## src/rtl/dac_serial_tx.sv

```systemverilog
// Serialises a registered DDS sample into a 3-wire DAC frame (MSB first, zero padded),
// with a divided SCLK and a request/busy/done handshake to the sample source.
module dac_serial_tx #(
    parameter int DATA_W     = 10,
    parameter int FRAME_BITS = 12,
    parameter int CLK_DIV    = 4,
    parameter int CS_HIGH    = 8,
    parameter int AUTO       = 0
) (
    input  logic              clk,
    input  logic              rst_n,
    input  logic [DATA_W-1:0] wavevalue,
    input  logic              sample_req,
    output logic              busy,
    output logic              done,
    output logic              dac_cs_n,
    output logic              dac_sclk,
    output logic              dac_din
);

    localparam int             BCW       = $clog2(FRAME_BITS + 1);
    localparam logic [7:0]     DIV_LAST  = 8'(CLK_DIV - 1);
    localparam logic [7:0]     HOLD_LAST = 8'(CS_HIGH);
    localparam logic [BCW-1:0] BITS_LAST = BCW'(FRAME_BITS);
    localparam bit             AUTO_EN   = (AUTO != 0);

    typedef enum logic [1:0] {IDLE, SETUP, SHIFT, HOLD} state_t;

    state_t                state_q, state_d;
    logic [FRAME_BITS-1:0] shreg_q, shreg_d;
    logic [7:0]            div_q, div_d;
    logic [BCW-1:0]        bit_q, bit_d;
    logic                  busy_q, busy_d;
    logic                  done_q, done_d;
    logic                  cs_n_q, cs_n_d;
    logic                  sclk_q, sclk_d;
    logic                  din_q, din_d;

    always_comb begin
        state_d = state_q;
        shreg_d = shreg_q;
        div_d   = div_q;
        bit_d   = bit_q;
        busy_d  = busy_q;
        done_d  = 1'b0;
        cs_n_d  = cs_n_q;
        sclk_d  = sclk_q;
        din_d   = din_q;

        case (state_q)
            IDLE: begin
                if (sample_req || AUTO_EN) begin
                    shreg_d = '0;
                    shreg_d[FRAME_BITS-1 -: DATA_W] = wavevalue;
                    busy_d  = 1'b1;
                    cs_n_d  = 1'b0;
                    sclk_d  = 1'b0;
                    din_d   = wavevalue[DATA_W-1];
                    div_d   = '0;
                    bit_d   = '0;
                    state_d = SETUP;
                end
            end
            SETUP: begin
                if (div_q == DIV_LAST) begin
                    div_d   = '0;
                    sclk_d  = 1'b1;
                    bit_d   = bit_q + BCW'(1);
                    state_d = SHIFT;
                end else begin
                    div_d = div_q + 8'd1;
                end
            end
            SHIFT: begin
                if (div_q == DIV_LAST) begin
                    div_d = '0;
                    if (sclk_q) begin
                        sclk_d = 1'b0;
                        // Frame ends on the falling edge after the last rising edge.
                        if (bit_q == BITS_LAST) begin
                            cs_n_d  = 1'b1;
                            din_d   = 1'b0;
                            state_d = HOLD;
                        end else begin
                            shreg_d = {shreg_q[FRAME_BITS-2:0], 1'b0};
                            din_d   = shreg_q[FRAME_BITS-2];
                        end
                    end else begin
                        sclk_d = 1'b1;
                        bit_d  = bit_q + BCW'(1);
                    end
                end else begin
                    div_d = div_q + 8'd1;
                end
            end
            HOLD: begin
                // CS_HIGH cycles of CS_n high plus the cycle that registers done.
                if (div_q == HOLD_LAST) begin
                    div_d   = '0;
                    bit_d   = '0;
                    done_d  = 1'b1;
                    busy_d  = 1'b0;
                    state_d = IDLE;
                end else begin
                    div_d = div_q + 8'd1;
                end
            end
            default: state_d = IDLE;
        endcase
    end

    always_ff @(posedge clk or negedge rst_n) begin
        if (!rst_n) begin
            state_q <= IDLE;
            shreg_q <= '0;
            div_q   <= '0;
            bit_q   <= '0;
            busy_q  <= 1'b0;
            done_q  <= 1'b0;
            cs_n_q  <= 1'b1;
            sclk_q  <= 1'b0;
            din_q   <= 1'b0;
        end else begin
            state_q <= state_d;
            shreg_q <= shreg_d;
            div_q   <= div_d;
            bit_q   <= bit_d;
            busy_q  <= busy_d;
            done_q  <= done_d;
            cs_n_q  <= cs_n_d;
            sclk_q  <= sclk_d;
            din_q   <= din_d;
        end
    end

    assign busy     = busy_q;
    assign done     = done_q;
    assign dac_cs_n = cs_n_q;
    assign dac_sclk = sclk_q;
    assign dac_din  = din_q;

endmodule

```

## config.mk

```make
export PLATFORM = sky130hd
export DESIGN_NAME = dac_serial_tx
export DESIGN_NICKNAME = d
export VERILOG_FILES = /design/src/rtl/dac_serial_tx.sv
export SDC_FILE = /design/constraint.sdc
export NUM_CORES = 1
export LEC_CHECK = 0
export CELL_PAD_IN_SITES_DETAIL_PLACEMENT = 0
export CELL_PAD_IN_SITES_GLOBAL_PLACEMENT = 2
export CORE_MARGIN = 1.5
export CORE_UTILIZATION = 36
export CTS_CLUSTER_DIAMETER = 80
export CTS_CLUSTER_SIZE = 12
export DETAILED_ROUTE_END_ITERATION = 6
export PLACE_DENSITY = 0.89
export SLEW_MARGIN = 20
export SYNTH_ARGS = -nofsm -noshare
export SYNTH_HDL_FRONTEND = slang
export SYNTH_SLANG_ARGS = --single-unit
```

## constraint.sdc

```tcl
create_clock -name clk -period 2.7 [get_ports clk]
set_input_delay 0.675 -clock clk [delete_from_list [all_inputs] [get_ports clk]]
set_output_delay 0.675 -clock clk [all_outputs]
set_load 0.01 [all_outputs]
```

==> impl_metrics.tcl, run 1 <==
set metrics [dict create \
    setup_tns_ns 0 \
    slowest_stage "or4_1" \
    cts_buffer_depth 2 \
    layout-drive-gt1-share_pct 18.6 \
    holdWs_ns 0.509 \
    ys.flop_type "dfrtp_1" \
    relSlewSlack_pct 63.7 \
    fmax_mhz 415 \
    yosysMostFrequentCell "dfrtp_1" \
    vias 1277 \
    antenna_found_initial 0 \
    setup_violations 0 \
    hold_viol 0 \
    worst_slew_pin_slew_ns 0.539 \
    routabilityCongestion 0.793 \
    synth-edff-count 0 \
    stdcell_count 235 \
    num_rows 24 \
    path_class "flop to flop" \
    post-cts-setup-buffers 0 \
    design_area_um2 2000 \
    required_ns 2.87 \
    path_delay_family "simple AND/OR/NAND/NOR gates" \
    core_um2 4410 \
    end_kind "flop" \
    yosys_warnings 0 \
    grt_usage_pct 15.3 \
    slowest_delay_ns 0.54 \
    grt_pass1_wl_um 6200 \
    die_h_um 71.2 \
    post-route-period-util_pct 89.2 \
    syn_area_per_cell_um2 10.3 \
    synth_cell_types 43 \
    synthArstFlopShare_pct 100 \
    path_depth 4 \
    cts_made_buffers 3 \
    gr-usage-met1_pct 19.6 \
    syn2layout_area_growth_pct 19.6 \
    top_usage_layer "met2" \
    insertion_delay_ns 0.28 \
    synth_top_area_share_pct 40.4 \
    synthCells 163 \
    cts_max_level 1 \
    first_pass_iters 4 \
    port_buffers 17 \
    placed_area_um2 1930 \
    hpwlAfterDp_um 2660 \
    dp.cells 231 \
    clk_transition_reported_paths_ns 0.10 \
    startpoint_type "flop" \
    dr.first_iter.drc_count 75 \
    clock-sinks 28 \
    met3_usage_pct 2.42 \
    avgViaCountPerCell 5.43 \
    final_nets 206 \
    cts_tree "built" \
    pin_count 18 \
    arrival_ns 2.58 \
    power_leakage_uw 0.000809 \
    cts_root_buf "clkbuf_8" \
    cts_hold_buf 0 \
    ys_seq_elements 28 \
    status "finished, final reports clean" \
    final_max_slew_viol_count 0 \
    synth_common_cells "27 x dfrtp_1, 18 x mux2_2, 10 x inv_1, 9 x ha_1, 9 x nand2_1" \
    ir_drop_v 0.000195 \
    routedWlPerCell_um 15.3 \
    syn_nets 185 \
    route.detailed.drc 0 \
    drv_cap 0 \
    gr-total-overflow 0 \
    ant_nets 0 \
    num_antenna_cells 0 \
    grt_max_degree 29 \
    synth_area_um2 1670 \
    skew_ns 0.00604 \
    start_util_pct 37.9 \
    yosysSeqAreaShare_pct 41.9 \
    min_period_ns 2.41 \
    path_buf_inv 0 \
    die_area_um2 5070 \
    cts.repair.resized 0 \
    synthTopCellsByArea "dfrtp_1 40%, mux2_2 12%, ha_1 6.7%, nand3_1 2.4%, o21ai_0 2.4%" \
    dieWidth_um 71.2 \
    rr_worst_depth 4 \
    met2_usage_pct 26.3 \
    rsz0062_at_grt "no" \
    cp_max_fo 7 \
    synth.largest_area_cell "dfrtp_1" \
    min_path_cells 2 \
    grt_pass1_vias 1338 \
    dpl_worst_slack_ns 0.217 \
    setup_ws_ns 0.291 \
    power.density_nw_per_um2 401 \
    path_cells "or3_1 > o41a_1 > or4_1 > o311ai_1" \
    routed_wl_um 3590 \
    hold_class "flop to flop" \
]
[worst register-to-register path, cell delays in order, from the launching register on]
cell      delay, ns
dfrtp_1        0.47
or3_1          0.51
o41a_1         0.46
or4_1          0.54
o311ai_1       0.32
[cell type report]
class | instances | area, um^2
inverter | 10 | 37.5
sequential | 28 | 702
timing repair buffer | 24 | 223
clock inverter | 1 | 30.0
multi-input combinational | 117 | 903
fill | 419 | 2410
clock buffer | 3 | 41.3
tap | 52 | 65.1
[sequential cells by signal, summed over array words and instances (netlist names)]
| name | flops |
|---|---|
| dac_din | 1 |
| div_q | 8 |
| shreg_q | 9 |
| busy | 1 |
| state_q | 2 |
| dac_sclk | 1 |
| dac_cs_n | 1 |
| done | 1 |
| bit_q | 4 |
[layout by cell type (no fill, tap or decap), types with 2 or more instances in the layout]
cell type and n:
dfrtp_1 27, mux2_2 18, clkdlybuf4s50_1 17, inv_1 10
nand2_1 9, ha_1 9, nand3_1 8, o21ai_0 8
buf_4 7, nand2b_1 6, a21o_1 4, a21oi_1 4
nor2_1 4, or3_1 3, and2_1 3, nand4_1 3
a221oi_1 3, o41ai_1 3, mux2i_1 3, clkbuf_8 3
nor4_1 2, nor2b_1 2, o22ai_1 2, nand3b_1 2
o31ai_1 2, xor2_1 2
[per-stage QoR]
step / utilization (%) / power (uW)
4_1_cts: 45.4 / 820
2_1_floorplan: - / 449
6_report: 45.4 / 802
5_1_grt: 45.4 / 838
3_3_place_gp: 43.7 / 477
3_5_place_dp: 43.7 / 480
[final timing paths]
check                          from       end  slack (ns)
setup / recovery           div_q[5]  bit_q[3]        0.29
hold / removal             dac_cs_n  dac_cs_n        0.51
setup reg to reg           div_q[5]  bit_q[3]        0.29
hold reg to reg            dac_cs_n  dac_cs_n        0.51
max in group asynchronous     rst_n  dac_cs_n        1.62
min in group asynchronous     rst_n  div_q[1]        0.77
[metal layers]
metal / vias up / wire length (um)
met1: 611 / 1720
met4: 0 / 76
met2: 19 / 1720
met5: - / 0
met3: 8 / 80
li1: 639 / -
[cell families after synthesis]
logic type,synth area share [%]
simple gates,15.9
compound gates,16.4
flops,41.9
mux,13.9
buf+inv,4.11
fa+ha+maj,6.73
xor+xnor,1.05
[power breakdown]
group | leakage (uW) | total, uW | internal (uW) | switching, uW
clock | 0.0000357 | 332 | 199 | 134
sequential | 0.000301 | 429 | 426 | 3.49
combinational | 0.000472 | 40.6 | 25.8 | 14.8
total | 0.000809 | 802 | 650 | 152
Power figures use the tool's default switching activity.
==> inputs of run 2 (changes only) <==
CORE_MARGIN = 2   (was 1.5)
==> run 2 against run 1 <==
Effect of this change:
- setup slack better by 0.013 ns
- power is 8.4% lower
- critical endpoint unchanged
- critical path type unchanged
- cell area is 0.81% lower
- sequential cell count stayed put
==> impl_metrics.tcl, run 2 (synthesis gave the netlist of run 1 again) <==
set metrics [dict create \
    status "finished, final reports clean" \
    setup_violations 0 \
    hp-start "dac_cs_n" \
    ant_nets 0 \
    cts_max_level 1 \
    cp-startpoint "div_q[0]" \
    path_buf_inv 0 \
    cp_max_fo 6 \
    cts_tree "built" \
    end_kind "flop" \
    grt_pass1_wl_um 6380 \
    rr_startpoint "div_q[0]" \
    worst_slew_pin_slew_ns 0.547 \
    top_regs "shreg_q: 9 flops, div_q: 8 flops, bit_q: 4 flops" \
    routabilityCongestion 0.810 \
    vias 1335 \
    cts.repair.resized 0 \
    first_pass_iters 4 \
    switching_share_pct 20.7 \
    syn2layout_area_growth_pct 18.6 \
    insertion_delay_ns 0.28 \
    n_fill_cell 426 \
    hold_class "flop to flop" \
    dp.cells 231 \
    avgViaCountPerCell 5.68 \
    power_leakage_uw 0.000802 \
    dr.first_iter.drc_count 51 \
    num_antenna_cells 0 \
    clk_transition_reported_paths_ns 0.10 \
    path_delay_family "simple AND/OR/NAND/NOR gates" \
    pin_count 18 \
    port_buffers 17 \
    startpoint_type "flop" \
    switchingPower_uw 152 \
    skew_ns 0.00496 \
    routedWlPerCell_um 15.5 \
    relSlewSlack_pct 63.0 \
    clock-sinks 28 \
    die_area_um2 5210 \
    cts_hold_buf 0 \
    final_nets 206 \
    start_util_pct 37.9 \
    min_period_ns 2.40 \
    route.detailed.drc 0 \
    cts_buffer_depth 2 \
    largest_register "shreg_q" \
    layout-drive-gt1-share_pct 18.6 \
    intPower_uw 583 \
    grt_pass1_vias 1350 \
    combPwrFrac_pct 5.5 \
    fmax_mhz 417 \
    seqCellArea_um2 702 \
    grt_max_degree 29 \
    slowest_delay_ns 0.53 \
    hold_viol 0 \
    holdWs_ns 0.511 \
    power.density_nw_per_um2 370 \
    layout_commonest_cell "dfrtp_1" \
    gr-total-overflow 0 \
    grt_usage_pct 15.7 \
    rsz0062_at_grt "no" \
    num_rows 24 \
    cts_root_buf "clkbuf_8" \
    required_ns 2.89 \
    stdcell_count 235 \
    core_um2 4410 \
    p_seq_share_pct 58.4 \
    cts_made_buffers 3 \
    multi_input_area_um2 903 \
    slowest_stage "or4_1" \
    post-route-period-util_pct 88.8 \
    antenna_found_initial 0 \
    path_cells "ha_1 > nor4b_1 > a21oi_1 > or4_1 > o311ai_1" \
    post-cts-setup-buffers 0 \
    arrival_ns 2.58 \
    die_h_um 72.2 \
    power_frac_clock_pct 36.0 \
    setup_tns_ns 0 \
    dieWidth_um 72.2 \
    routed_wl_um 3650 \
    largest_reg_flops 9 \
    final_max_slew_viol_count 0 \
    hpwlAfterDp_um 2740 \
    final_core_util_pct 45.0 \
    drv_cap 0 \
    ir_drop_v 0.000235 \
    path_class "flop to flop" \
    final_cell_mix "27 x dfrtp_1, 18 x mux2_2, 17 x clkdlybuf4s50_1, 10 x inv_1" \
]
[run 2: cell types whose count changed in the layout (fill, tap and decap cells not counted)]
cell,change
clkbuf_8,+1
bufinv_16,-1
[run 2: final timing paths]
check | endpoint | depth (start not counted) | slack [ns]
max | bit_q[3] | 5 | 0.30
min | dac_cs_n | 2 | 0.51
max reg2reg | bit_q[3] | 5 | 0.30
min reg2reg | dac_cs_n | 2 | 0.51
max in group asynchronous | dac_cs_n | 2 | 1.61
min in group asynchronous | div_q[0] | 2 | 0.76
[run 2: per-stage QoR]
| stage | setup slack (ns) | power (uW) | area, um^2 |
|---|---|---|---|
| 2_1_floorplan | 0.484 | 449 | 1670 |
| 3_3_place_gp | 0.250 | 477 | 1930 |
| 3_5_place_dp | 0.215 | 480 | 1930 |
| 4_1_cts | 0.253 | 749 | 1990 |
| 5_1_grt | 0.0545 | 767 | 1990 |
| 6_report | 0.303 | 735 | 1990 |
[run 2: cell type report]
type / instances / share of cell area [%]
Multi-Input combinational cell: 117 / 45.5
Clock buffer: 4 / 2.77
Sequential cell: 28 / 35.3
Timing Repair Buffer: 24 / 11.2
Inverter: 10 / 1.89
Tap cell: 52 / 3.28
[run 2: worst register-to-register path, stage by stage, from the launching register on]
cell	delay (ns)
dfrtp_1	0.44
ha_1	0.27
nor4b_1	0.49
a21oi_1	0.28
or4_1	0.54
o311ai_1	0.29
[run 2: routing by layer]
metal	global-route usage (%)	vias to the layer above	wire, um
li1	-	640	-
met1	19.2	666	1570
met5	0	-	0
met2	27.9	22	1910
met4	5.87	0	67
met3	2.08	7	105
[run 2: power by group through the flow]
stage	combinational [uW]	clock [uW]	sequential, uW
detailed placement	42.1	0	438
floorplan	12.4	0	436
global placement	40.2	0	437
finish	40.8	265	429
global route	45.2	292	430
CTS	42.3	278	429
